## config.mk

```make
export PLATFORM = sky130hd
export DESIGN_NAME = byteop_arb
export DESIGN_NICKNAME = d
export VERILOG_FILES = /design/src/rtl/byteop_arb_pkg.sv /design/src/rtl/byteop.sv /design/src/rtl/byteop_arb_pick.sv /design/src/rtl/byteop_arb.sv
export SDC_FILE = /design/constraint.sdc
export NUM_CORES = 1
export LEC_CHECK = 0
export CORE_MARGIN = 1
export CORE_UTILIZATION = 35
export CTS_CLUSTER_SIZE = 25
export DETAILED_ROUTE_END_ITERATION = 7
export GPL_TIMING_DRIVEN = 0
export PLACE_DENSITY = 0.84
export REMOVE_ABC_BUFFERS = 1
export SLEW_MARGIN = 20
export SYNTH_ARGS = -nofsm -noshare
export SYNTH_HDL_FRONTEND = slang
export SYNTH_SLANG_ARGS = --single-unit
```

## constraint.sdc

```tcl
create_clock -name clk -period 1.3 [get_ports clk]
set_input_delay 0.13 -clock clk [delete_from_list [all_inputs] [get_ports clk]]
set_output_delay 0.13 -clock clk [all_outputs]
set_load 0.02 [all_outputs]
```

## src/rtl/byteop_arb_pkg.sv

```systemverilog
// Shared bitmanip constants: byte-op select encodings and requester ids.
// Imported by the byte-op datapath, the grant picker and the arbiter top.
package byteop_arb_pkg;

   localparam logic BYTESEL_REV8 = 1'b0;
   localparam logic BYTESEL_ORCB = 1'b1;

   localparam logic REQ_INT = 1'b0;
   localparam logic REQ_AUX = 1'b1;

   // Requester id -> one-hot grant vector
   function automatic logic [1:0] id_to_grant(input logic id);
      return (id == REQ_AUX) ? 2'b10 : 2'b01;
   endfunction

endpackage

```

## src/rtl/byteop.sv

```systemverilog
// Bitmanip byte-operation datapath: rev8 (byte reverse) or orc.b (per-byte OR-combine).
// Purely combinational; WIDTH must be a multiple of 8.
module byteop
   import byteop_arb_pkg::*;
#(
   parameter int WIDTH = 32
) (
   input  logic [WIDTH-1:0] a,
   input  logic             sel,
   output logic [WIDTH-1:0] y
);

   localparam int NBYTES = WIDTH / 8;

   logic [WIDTH-1:0] rev;
   logic [WIDTH-1:0] orc;

   always_comb begin
      rev = '0;
      orc = '0;
      for (int i = 0; i < NBYTES; i++) begin
         rev[8*i +: 8] = a[8*(NBYTES-1-i) +: 8];
         orc[8*i +: 8] = {8{|a[8*i +: 8]}};
      end
   end

   assign y = (sel == BYTESEL_ORCB) ? orc : rev;

endmodule

```

## src/rtl/byteop_arb_pick.sv

```systemverilog
// Two-way grant picker producing a one-hot grant.
// BYTEOP_ARB_RR_EN selects round-robin on last grant; otherwise requester 0 has fixed priority.
module byteop_arb_pick
   import byteop_arb_pkg::*;
(
   input  logic       valid0,
   input  logic       valid1,
`ifdef BYTEOP_ARB_RR_EN
   input  logic       last_grant,
`endif
   output logic [1:0] grant
);

   always_comb begin
      grant = 2'b00;
      if (valid0 && valid1) begin
`ifdef BYTEOP_ARB_RR_EN
         // Tie goes to whoever did not win the last accepted op
         grant = id_to_grant(~last_grant);
`else
         grant = id_to_grant(REQ_INT);
`endif
      end else if (valid0) begin
         grant = id_to_grant(REQ_INT);
      end else if (valid1) begin
         grant = id_to_grant(REQ_AUX);
      end
   end

endmodule

```

## src/rtl/byteop_arb.sv

```systemverilog
// Two-requester arbiter with a one-entry registered result stage for the shared byteop unit.
// Define BYTEOP_ARB_RR_EN for round-robin arbitration; default build is fixed priority (req 0).
module byteop_arb
   import byteop_arb_pkg::*;
#(
   parameter int WIDTH = 32
) (
   input  logic             clk,
   input  logic             reset,
   input  logic             Req0Valid,
   output logic             Req0Ready,
   input  logic [WIDTH-1:0] Req0A,
   input  logic             Req0Sel,
   input  logic             Req1Valid,
   output logic             Req1Ready,
   input  logic [WIDTH-1:0] Req1A,
   input  logic             Req1Sel,
   input  logic             Flush,
   output logic             ResultValid,
   input  logic             ResultReady,
   output logic [WIDTH-1:0] Result,
   output logic             ResultId
);

   logic [1:0]       grant;
   logic             can_accept;
   logic             accept;
   logic             grant_id;
   logic             drop;
   logic [WIDTH-1:0] op_a;
   logic             op_sel;
   logic [WIDTH-1:0] op_y;

`ifdef BYTEOP_ARB_RR_EN
   logic last_grant;
`endif

   byteop_arb_pick u_pick (
      .valid0     (Req0Valid),
      .valid1     (Req1Valid),
`ifdef BYTEOP_ARB_RR_EN
      .last_grant (last_grant),
`endif
      .grant      (grant)
   );

   assign can_accept = ~ResultValid | ResultReady;
   assign Req0Ready  = grant[0] & can_accept & ~reset;
   assign Req1Ready  = grant[1] & can_accept & ~reset;
   assign accept     = Req0Ready | Req1Ready;
   assign grant_id   = grant[1] ? REQ_AUX : REQ_INT;

   // A flushed requester-0 op is still handshaken, just never staged
   assign drop = Flush & (grant_id == REQ_INT);

   assign op_a   = grant[1] ? Req1A   : Req0A;
   assign op_sel = grant[1] ? Req1Sel : Req0Sel;

   byteop #(
      .WIDTH (WIDTH)
   ) u_byteop (
      .a   (op_a),
      .sel (op_sel),
      .y   (op_y)
   );

   always_ff @(posedge clk or posedge reset) begin
      if (reset) begin
         ResultValid <= 1'b0;
         Result      <= '0;
         ResultId    <= REQ_INT;
      end else if (accept && !drop) begin
         ResultValid <= 1'b1;
         Result      <= op_y;
         ResultId    <= grant_id;
      end else if (ResultReady || (Flush && ResultId == REQ_INT)) begin
         ResultValid <= 1'b0;
      end
   end

`ifdef BYTEOP_ARB_RR_EN
   always_ff @(posedge clk or posedge reset) begin
      if (reset) begin
         last_grant <= REQ_AUX;
      end else if (accept) begin
         last_grant <= grant_id;
      end
   end
`endif

endmodule

```

Word level (Yosys, flattened, before mapping)
Cells that the tools add are included.

Add/sub/neg operators: 0. Multiply operators: 0. Div/mod/pow operators: 0. Order comparisons: 0. Eq/ne operators: 0. Shift operators: 0. Muxes and demuxes: 9. Bitwise gates (word level): 11. Reductions and logical operators: 10.

Operators with widths (number): 2-to-1 mux 32 bit (2); OR reduction 8 bit (4); 2-to-1 mux 2 bit (3); AND 1 bit (5); 2-to-1 mux 1 bit (4); inverter 1 bit (4); logical AND 1 bit (3); OR 1 bit (2); nonzero test 2 bit (1); zero test 1 bit (1); logical OR 1 bit (1).

Bits in registers: 34. Bits in latches: 0. Memory bits (writable): 0. Bits in read-only memories: 0. Bits of input ports: 72. Word-level logic and storage cells: 33. Memories kept: 0.

Longest topological paths before layout
Gate-level depths: netlist of the first run.

Depth in word-level cells: 9. Mapped depth: 6. Depth with buffers taken out: 4.

Hierarchy
A second synthesis of the first run with hierarchy kept.

Cell total of the unflattened synthesis: 199. Area, all modules: 2233.4 um2.

Modules (own cells, without submodules): byteop_arb (times used 1, cells an instance 117, area each 1711.6 um2, sequential area each 850.8 um2); byteop (times used 1, cells an instance 80, area each 511.7 um2, sequential area each 0.0 um2); byteop_arb_pick (times used 1, cells an instance 2, area each 10.0 um2, sequential area each 0.0 um2).

Worst setup path before layout of the first run
No wires, ideal clock.

Path kind: input to register. From: input port reset. To: register Result[8]. Library setup time: 0.121 ns. Arrival time: 1.710 ns. Path slack: -0.531 ns. Stages: 5. Cells stage by stage: inv_1 o211ai_2 buf_2 clkbuf_1 a22o_1.

Cells in the longest elaborated chain, start to end: 4.

Ends and longest elaborated chain: start, declared (RTL line byteop_arb.sv:9) `input logic reset,`; inverter 1 bit (*) (RTL line byteop_arb.sv:48, byteop_arb.sv:49); AND 1 bit, on equally long branches (RTL line byteop_arb.sv:48, byteop_arb.sv:49); OR 1 bit (*) (RTL line byteop_arb.sv:50) `assign accept = Req0Ready | Req1Ready;`; logical AND 1 bit (*) (RTL line byteop_arb.sv:72) `end else if (accept && !drop) begin`; end signal, assigned (RTL line byteop_arb.sv:74) `Result <= op_y;`; end, declared (RTL line byteop_arb.sv:21) `output logic [WIDTH-1:0] Result,`.

Mark *: on every way between the ends. The rest lies on a longest branch, timed or not. A chain may end at the register's enable or synchronous reset.

Final worst setup path of the first run
From: input port Req1Valid. To: register Result[18].

Cells in the longest elaborated chain, start to end: 8.

Ends and longest elaborated chain: start, declared (RTL line byteop_arb.sv:14) `input logic Req1Valid,`; 2-to-1 mux 2 bit (RTL line byteop_arb_pick.sv:25) `end else if (valid1) begin`; 2-to-1 mux 2 bit (RTL line byteop_arb_pick.sv:23) `end else if (valid0) begin`; 2-to-1 mux 2 bit (*) (RTL line byteop_arb_pick.sv:16) `if (valid0 && valid1) begin`; branches (longest 5 deep; another with 2-to-1 mux 32 bit).

Every way passes the cells marked *.

==> impl_results.md, run 1 <==
- CTS tree: yes
- Status: finished with violations
- Arr. time, crit path: 1590 ps
- Worst-margin pin slew: 571 ps
- Area occupied by registers: 851 µm²
- Clock slew at reported path FFs: 70 ps
- Fillcell total: 424
- Overflow after GRT: 0
- Startpoint Class: primary input
- WS Path Type: primary input to register
- Detail Route Antenna Nets: 0
- Vias per inst: 5.89
- LEAKAGE: 1.63 nW
- Final Hold Viols: 0
- RSZ-0062 raised after global routing: true
- Crit share post-route: 109%
- CP startpoint: Req1Valid
- Routability cong.: 0.820
- Drt drc: 0
- R2r startpoint: ResultValid
- R2R depth: 6
- 1st-pass router iterations: 5
- Post-synth cell types: 25
- Worst-path cell chain: buf_2, nor2b_4, buf_16, o211ai_4, buf_6, buf_16, a31oi_2, a32o_1
- Syn avg cell area: 9.25 µm²
- Die H: 77.7 µm
- Die footprint: 6040 µm²
- Initial Utilization: 36.5%
- CTS Buffer Depth: 2
- WHS: 35.9 ps
- CTS root buf: clkbuf_8
- DP HPWL: 4520 µm
- Final instance area: 3790 µm²
- Hold crit path type: primary input to async pin
- Max-cap viol count: 0
- Via count: 2427
- Die W: 77.7 µm
- GRT Total Usage: 26.1%
- Critical Path Sink Type: register
- Htree depth: 2
- Dpl ws: -1280 ps
- Multi-input gate area: 1410 µm²
- Vias in the first global route: 2382
- WP data required: 1470 ps
- Slew HR: 61.9%
- Area Growth Syn to Fin: 88.5%
- Main area contributors after synthesis: dfrtp_1 42%, nand2_1 12%, a31oi_1 10%
- Cell mode on critical path: buf_16
- # diodes: 0
- Post-layout min period: 1420 ps
- Cell area power density: 976 nW/µm²
- Pin count of the biggest net entering global routing: 28
- Nets: 412
- Core region area: 5510 µm²
- Synthesized flop and latch total: 34
- Worst vdd ir: 0.000470 V
- Commonest cells after routing, fill and taps aside: 64 x nand2_1, 51 x dlygate4sd2_1, 41 x clkdlybuf4s50_1, 34 x dfrtp_1, 19 x a31oi_1
- Synth Instances: 217
- Iter 0 DRT Violations: 95
- DR WL/cell: 19.6 µm
- Worst-path fanout max: 23
- Global-route wire length before repair: 12000 µm
- CP max stage cell: o211ai_4
- Placement Cell Area: 3150 µm²
- Layout cells sized above 1: 22.1%
- Failing checks: setup timing
- Setup-failing EPs final: 26
- Worst path max stage delay: 350 ps
- Sequential fraction of the synthesis area: 42.4%
- Yosys Warn Count: 0
- Final Max Slew Viols: 0
- Largest area contributor in the netlist: dfrtp_1
- Ports: 108
- Worst setup margin: -119 ps
- Clock Sinks: 34
- Total CTS buffers: 5
- Clk_lat worst skew: 280 ps
- Clock Skew: 4.43 ps
- Routed Wire Length: 8080 µm
- Most common cell after layout, fill and taps aside: nand2_1
- Port bufs: 107
- Yosys top cell area share: 42.4%
- Mapped Area: 2010 µm²
- Initial antenna violation count: 0
- FP Rows: 27
- Highest clock rate: 704 MHz
[per-stage QoR]
step	cells	power, mW	setup TNS, ps	util, %
2_1_floorplan	199	2.08	-62390	-
3_3_place_gp	378	2.87	-138250	55.4
3_5_place_dp	381	2.92	-41820	57.1
4_1_cts	412	3.62	-1140	65.5
5_1_grt	412	3.88	-1990	68.8
6_report	412	3.70	-1080	68.8
[metal layers]
metal	vias up	GRT usage (%)	part of all wire, %
met1	1177	31.5	39
li1	1094	-	-
met2	134	45.0	51
met5	-	0	0
met3	22	4.71	6.0
met4	0	12.1	3.3
[area by class of cell]
| cell class | count | area share [%] |
|---|---|---|
| repair inverters | 1 | 0.231 |
| repair buffers | 131 | 34.8 |
| multi-input cells | 166 | 37.3 |
| well taps | 72 | 2.38 |
| clock buffers | 7 | 2.02 |
| inverters | 1 | 0.793 |
| flip-flops and latches | 34 | 22.5 |
[state kept, by name, summed over array words and instances, names as in the netlist]
register	flops
Result	32
ResultId	1
ResultValid	1
[power by group]
part           internal, mW  switching, mW
combinational         0.740          0.821
sequential             1.28          0.128
clock                 0.368          0.359
total                  2.39           1.31
[timing repair]
item,in CTS,in global routing
endpoints found under the hold margin,16,0
gates cloned,6,0
setup buffers,18,1
hold buffers,1,0
setup endpoints to repair,70,35
pin swaps,27,19
resized for setup,102,32
[final timing paths]
check                               to  slack [ps]
setup / recovery            Result[18]        -120
hold / removal              Result[25]          40
setup reg to reg            Result[18]        -100
hold reg to reg             Result[30]         490
max in group asynchronous   Result[22]         550
min in group clk           ResultValid         310
[cell usage after synthesis, drive strengths merged]
cell     n
nand2   64
dfrtp   34
a31oi   32
a22o    16
a32o    16
nor4    16
buf     11
clkbuf   7
nand4    4
nor2b    3
a41oi    2
and3     2
and4     2
nand2b   2
a21o     1
inv      1
mux2i    1
nand3    1
o211ai   1
o21ai    1
[kinds of logic (layout without fill, tap and decap cells)]
| family | count (synthesis) | after routing | synth area share (%) |
|---|---|---|---|
| compound gates | 69 | 69 | 27.8 |
| mux | 1 | 2 | 1.12 |
| buf+inv | 19 | 140 | 6.23 |
| simple gates | 94 | 95 | 22.5 |
| flops | 34 | 34 | 42.4 |
[critical path: cells and delay by family]
kind | cells | cell delay, ps
AND/OR/NAND/NOR | 1 | 150
AO/OA/AOI/OAI | 3 | 650
buffers and inverters | 4 | 630
No activity file was read; power rests on OpenSTA's default activity.
==> inputs of run 2 (changes only) <==
--- a/config.mk
+++ b/config.mk
@@ -5,11 +5,12 @@
 export SDC_FILE = /design/constraint.sdc
 export NUM_CORES = 1
 export LEC_CHECK = 0
-export CORE_MARGIN = 1
+export CORE_MARGIN = 2
 export CORE_UTILIZATION = 35
 export CTS_CLUSTER_SIZE = 25
 export DETAILED_ROUTE_END_ITERATION = 7
 export GPL_TIMING_DRIVEN = 0
+export HOLD_SLACK_MARGIN = 0.12
 export PLACE_DENSITY = 0.84
 export REMOVE_ABC_BUFFERS = 1
 export SLEW_MARGIN = 20
==> run 2 against run 1 <==
Net effect: sequential share of layout area shrank 0.70 points; design area grew 3.2%; global-route usage shrank 0.29 points; largest cell class is now buffers; the run still ends with setup timing left; highest routed layer unchanged; critical path type is now register to register.
==> impl_results.md, run 2 (synthesis results as in run 1) <==
- Htree depth: 2 (unchanged)
- Max reg flops: 32 (unchanged)
- Crit share post-route: 111% (was 109%)
- Slew HR: 49.3% (was 61.9%)
- WS Path Type: register to register (was primary input to register)
- Total CTS buffers: 5 (unchanged)
- FP Rows: 27 (unchanged)
- Regs by FF count: Result x32, ResultId x1, ResultValid x1 (unchanged)
- Vias in the first global route: 2396 (was 2382)
- Highest clock rate: 695 MHz (was 704 MHz)
- Area occupied by registers: 851 µm² (unchanged)
- Iter 0 DRT Violations: 187 (was 95)
- R2R Setup Slk: -140 ps (was -100 ps)
- Worst-path cell chain: nand2b_4, o211ai_4, buf_12, clkbuf_16, a31oi_2, a32o_1 (was buf_2, nor2b_4, buf_16, o211ai_4, buf_6, buf_16, a31oi_2, a32o_1)
- CTS tree: yes (unchanged)
- Clk_lat worst skew: 290 ps (was 280 ps)
- Final Hold Viols: 0 (unchanged)
- Cell area power density: 999 nW/µm² (was 976 nW/µm²)
- Initial Utilization: 36.2% (was 36.5%)
- Startpoint Class: register (was primary input)
- Status: finished with violations (unchanged)
- Via count: 2511 (was 2427)
- Hold_sp: Req0A[23]
- Post-layout min period: 1440 ps (was 1420 ps)
- Clock Skew: 9.98 ps (was 4.43 ps)
- DP HPWL: 4740 µm (was 4520 µm)
- Fillcell total: 420 (was 424)
- DR WL/cell: 21.8 µm (was 19.6 µm)
- Routability cong.: 0.786 (was 0.820)
- Area Growth Syn to Fin: 94.6% (was 88.5%)
- Die footprint: 6360 µm² (was 6040 µm²)
- Ports: 108 (unchanged)
- WP data required: 1530 ps (was 1470 ps)
- Worst vdd ir: 0.000532 V (was 0.000470 V)
- Die W: 79.7 µm (was 77.7 µm)
- Most common cell after layout, fill and taps aside: nand2_1 (unchanged)
- Critical Path Sink Type: register (unchanged)
- Failing checks: setup timing (unchanged)
- Most flop-heavy register: Result (unchanged)
- Hold crit path type: primary input to register (was primary input to async pin)
- Vias per inst: 5.96 (was 5.89)
- Setup-failing EPs final: 33 (was 26)
- 1st-pass router iterations: 4 (was 5)
- Initial antenna violation count: 1 (was 0)
- Detail Route Antenna Nets: 0 (unchanged)
- Setup Total Neg Slack: -3100 ps (was -1080 ps)
- Arr. time, crit path: 1670 ps (was 1590 ps)
- Global-route wire length before repair: 12600 µm (was 12000 µm)
- CP max stage cell: dfrtp_1 (was o211ai_4)
- Worst setup margin: -139 ps (was -119 ps)
- RSZ-0062 raised after global routing: true (unchanged)
- Max-cap viol count: 0 (unchanged)
- Hold path depth: 4
- R2R depth: 6 (unchanged)
- Multi-input gate area: 1360 µm² (was 1410 µm²)
- CTS root buf: clkbuf_8 (unchanged)
- Layout cells sized above 1: 23.6% (was 22.1%)
- Core region area: 5540 µm² (was 5510 µm²)
- Nets: 419 (was 412)
- Routed Wire Length: 9180 µm (was 8080 µm)
- Dpl ws: -1320 ps (was -1280 ps)
- Final Max Slew Viols: 0 (unchanged)
- Clock Sinks: 34 (unchanged)
- WHS: 336 ps (was 35.9 ps)
- Commonest cells after routing, fill and taps aside: 64 x nand2_1, 52 x dlygate4sd2_1, 48 x clkdlybuf4s50_1, 34 x dfrtp_1 (was 64 x nand2_1, 51 x dlygate4sd2_1, 41 x clkdlybuf4s50_1, 34 x dfrtp_1, 19 x a31oi_1)
- Die H: 79.7 µm (was 77.7 µm)
- Clock slew at reported path FFs: 80 ps (was 70 ps)
- GRT Total Usage: 25.9% (was 26.1%)
- Overflow after GRT: 0 (unchanged)
- Port bufs: 107 (unchanged)
- Final instance area: 3910 µm² (was 3790 µm²)
- Drt drc: 0 (unchanged)
- RR Endpoint: Result[22] (was Result[18])
- LEAKAGE: 1.66 nW (was 1.63 nW)
- Worst path max stage delay: 430 ps (was 350 ps)
- R2r startpoint: ResultValid (unchanged)
- Worst-path fanout max: 5 (was 23)
- Pin count of the biggest net entering global routing: 25 (was 28)
- CTS Buffer Depth: 2 (unchanged)
- Placement Cell Area: 3150 µm² (unchanged)
- Worst-margin pin slew: 761 ps (was 571 ps)
- Worst hold path endpoint: Result[15]
-- run 2: worst max-delay path by stage --
| stage | from | end | depth (start not counted) | slack (ps) |
|---|---|---|---|---|
| 2_1_floorplan | Req0Valid | Result[16] | 4 | -1870 |
| 6_report | ResultValid | Result[22] | 6 | -140 |
| 4_1_cts | ResultValid | Result[21] | 6 | -40 |
| 3_3_place_gp | Req1Valid | Result[0] | 5 | -3700 |
| 5_1_grt | ResultValid | Result[17] | 6 | -180 |
| 3_5_place_dp | Req0Valid | Result[29] | 5 | -1320 |
-- run 2: metal layers --
metal  up-vias  track usage [%]  wire [µm]
li1       1109                -          -
met1      1234             32.2       3580
met2       141             44.0       4670
met3        27             5.20        667
met4         0             9.83        250
met5         -                0          0
-- run 2: area by class of cell --
type                    count  share of cell area, %
clock inverters             1                  0.128
repair inverters            1                  0.224
diodes                      1                 0.0640
well taps                  72                   2.31
clock buffers               7                   2.21
repair buffers            138                   37.6
multi-input cells         166                   34.9
inverters                   1                  0.768
flip-flops and latches     34                   21.8
-- run 2: worst max-delay path: cells and delay by family (launching register included) --
family	cells	cell delay, ps
AO/OA/AOI/OAI	3	490
flip-flops	1	430
buffers and inverters	2	320
AND/OR/NAND/NOR	1	130
-- run 2: repair_timing --
| action | 4_1_cts | 5_1_grt |
|---|---|---|
| hold buffers | 2 | 0 |
| cloned | 5 | 4 |
| endpoints found under the setup margin | 70 | 49 |
| buffers inserted | 18 | 2 |
| pin swaps | 23 | 22 |
| resized for setup | 98 | 30 |
| endpoints found under the hold margin | 19 | 0 |
-- run 2: where the power goes --
group	internal, mW	total [mW]	switching, mW	leakage (nW)
clock	0.428	0.851	0.422	0.0482
sequential	1.28	1.40	0.127	0.406
combinational	0.802	1.65	0.847	1.20
-- run 2: stage by stage --
stage                     power, mW  utilization [%]  std cells
after floorplan                2.08                -        199
after global placement         2.87             55.0        378
after detailed placement       2.93             56.8        381
after CTS                      3.71             64.7        414
after global routing           4.05             70.5        421
final                          3.90             70.5        421
==> inputs of run 3 (changes only) <==
--- a/config.mk
+++ b/config.mk
@@ -11,6 +11,7 @@
 export DETAILED_ROUTE_END_ITERATION = 7
 export GPL_TIMING_DRIVEN = 0
 export HOLD_SLACK_MARGIN = 0.12
+export MAX_ROUTING_LAYER = met4
 export PLACE_DENSITY = 0.84
 export REMOVE_ABC_BUFFERS = 1
 export SLEW_MARGIN = 20
==> run 3 against run 2 <==
Net effect: clock power fell by 0.9%; setup slack improved by 12 ps; the run still ends with setup timing left; critical path depth did not move; largest cell class unchanged; worst hold slack improved by 0.84 ps; sequential power barely moved.
==> impl_results.md, run 3 (synthesis results as in run 1) <==
- RR Endpoint: Result[29] (was Result[22])
- Fillcell total: 420 (unchanged)
- Clock Sinks: 34 (unchanged)
- Initial Utilization: 36.2% (unchanged)
- Worst path max stage delay: 430 ps (about the same)
- RSZ-0062 raised after global routing: true (unchanged)
- Crit share post-route: 110% (was 111%)
- Initial antenna violation count: 1 (unchanged)
- LEAKAGE: 1.66 nW (unchanged)
- Worst-path cell chain: nand2b_4, o211ai_4, buf_12, clkbuf_16, a31oi_4, a32o_1 (was nand2b_4, o211ai_4, buf_12, clkbuf_16, a31oi_2, a32o_1)
- Area Growth Syn to Fin: 94.6% (unchanged)
- Worst-margin pin slew: 741 ps (was 761 ps)
- Routability cong.: 0.797 (was 0.786)
- DP HPWL: 4740 µm (unchanged)
- Htree depth: 2 (unchanged)
- Clk_lat worst skew: 290 ps (about the same)
- Max-cap viol count: 0 (unchanged)
- Final Hold Viols: 0 (unchanged)
- Worst setup margin: -127 ps (was -139 ps)
- Setup-failing EPs final: 33 (unchanged)
- Via count: 2548 (was 2511)
- 1st-pass router iterations: 4 (unchanged)
- Startpoint Class: register (unchanged)
- Top cell family by delay on the critical path: compound AO/OA/AOI/OAI gates (unchanged)
- CTS root buf: clkbuf_8 (unchanged)
- Detail Route Antenna Nets: 0 (unchanged)
- CTS Buffer Depth: 2 (unchanged)
- Die footprint: 6360 µm² (unchanged)
- Multi-input gate area: 1360 µm² (unchanged)
- Failing checks: setup timing (unchanged)
- R2r startpoint: ResultValid (unchanged)
- Drt drc: 0 (unchanged)
- R2R Setup Slk: -130 ps (was -140 ps)
- Die W: 79.7 µm (unchanged)
- Worst-path fanout max: 5 (unchanged)
- Final Max Slew Viols: 0 (unchanged)
- WS Path Type: register to register (unchanged)
- Clock slew at reported path FFs: 80 ps (about the same)
- Total CTS buffers: 5 (unchanged)
- Total power: 3.89 mW (was 3.90 mW)
- Most flop-heavy register: Result (unchanged)
- Overflow after GRT: 0 (unchanged)
- Vias in the first global route: 2395 (was 2396)
- Die H: 79.7 µm (unchanged)
- Routed Wire Length: 9140 µm (was 9180 µm)
- Hold path depth: 4 (unchanged)
- FP Rows: 27 (unchanged)
- R2R depth: 6 (unchanged)
- WP data required: 1530 ps (about the same)
- Hold crit path type: primary input to register (unchanged)
- Critical Path Sink Type: register (unchanged)
- CP max stage cell: dfrtp_1 (unchanged)
- Status: finished with violations (unchanged)
- Cell area power density: 997 nW/µm² (was 999 nW/µm²)
- Slew HR: 50.6% (was 49.3%)
- Worst vdd ir: 0.000530 V (was 0.000532 V)
- Ports: 108 (unchanged)
- GRT Total Usage: 26.7% (was 25.9%)
- Worst hold path endpoint: Result[15] (unchanged)
- Port bufs: 107 (unchanged)
- Pin count of the biggest net entering global routing: 25 (unchanged)
- Iter 0 DRT Violations: 199 (was 187)
- Layout cells sized above 1: 23.6% (unchanged)
- Most common cell after layout, fill and taps aside: nand2_1 (unchanged)
- Worst Path Buf+Inv: 2 (unchanged)
- CTS tree: yes (unchanged)
- Vias per inst: 6.05 (was 5.96)
- Hold_sp: Req0A[23] (unchanged)
- Clock Skew: 8.00 ps (was 9.98 ps)
- DR WL/cell: 21.7 µm (was 21.8 µm)
- Post-layout min period: 1430 ps (was 1440 ps)
- Dpl ws: -1320 ps (unchanged)
- DR WL met2: 4710 µm (was 4670 µm)
- Arr. time, crit path: 1650 ps (was 1670 ps)
- CP startpoint: ResultValid (unchanged)
- Met1 WL: 3500 µm (was 3580 µm)
- Core region area: 5540 µm² (unchanged)
- Highest clock rate: 701 MHz (was 695 MHz)
- Top sig layer: met4 (unchanged)
- Nets: 419 (unchanged)
- Global-route wire length before repair: 12600 µm (about the same)
- Max reg flops: 32 (unchanged)
- Area occupied by registers: 851 µm² (unchanged)
- Commonest cells after routing, fill and taps aside: 64 x nand2_1, 52 x dlygate4sd2_1, 48 x clkdlybuf4s50_1, 34 x dfrtp_1 (unchanged)
- Length of routed met3 wiring: 671 µm (was 667 µm)
- Regs by FF count: Result x32, ResultId x1, ResultValid x1 (unchanged)
run 3: cell counts in the layout (fill, tap and decap cells not counted):
Identical to the previous run, type by type.
run 3: per-layer routing:
metal	up-vias	global-route usage, %
li1	1114	-
met1	1256	32.9
met2	151	43.8
met3	27	4.98
met4	0	9.83
met5	-	-
run 3: cell type report:
class / instances / share of cell area (%)
multi-input cells: 166 / 34.9
repair buffers: 138 / 37.6
clock inverters: 1 / 0.128
repair inverters: 1 / 0.224
diodes: 1 / 0.0640
flip-flops and latches: 34 / 21.8
well taps: 72 / 2.31
inverters: 1 / 0.768
clock buffers: 7 / 2.21
run 3: power by group:
part / switching [mW] / leakage [nW] / internal, mW
clock: 0.414 / 0.0482 / 0.428
combinational: 0.845 / 1.20 / 0.802
sequential: 0.127 / 0.406 / 1.28
run 3: what timing repair did:
action | CTS | global route
gates resized for setup | 98 | 30
hold buffers | 2 | 0
endpoints found under the hold margin | 19 | 0
pin swaps | 23 | 22
gates cloned | 5 | 4
setup buffers | 18 | 2
setup endpoints to repair | 70 | 49
run 3: stage by stage:
stage	utilization (%)	std cells	TNS (ps)	hold slack, ps	instance area [µm²]
after global placement	55.0	378	-140830	476	3050
after detailed placement	56.8	381	-43100	482	3150
final	70.5	421	-2970	337	3910
after global routing	70.5	421	-4020	348	3910
after CTS	64.7	414	-368	322	3580
after floorplan	-	199	-62390	306	1890
run 3: worst max-delay path by stage:
stage	to	slack [ps]	cells after the start
floorplan	Result[16]	-1870	4
global placement	Result[0]	-3700	5
detailed placement	Result[29]	-1320	5
CTS	Result[21]	-40	6
global route	Result[17]	-180	6
finish	Result[29]	-130	6
run 3: worst register-to-register path: stages, from the launching register on:
cell and delay [ps]:
dfrtp_1 430, nand2b_4 130, o211ai_4 120, buf_12 170, clkbuf_16 150, a31oi_4 160, a32o_1 190
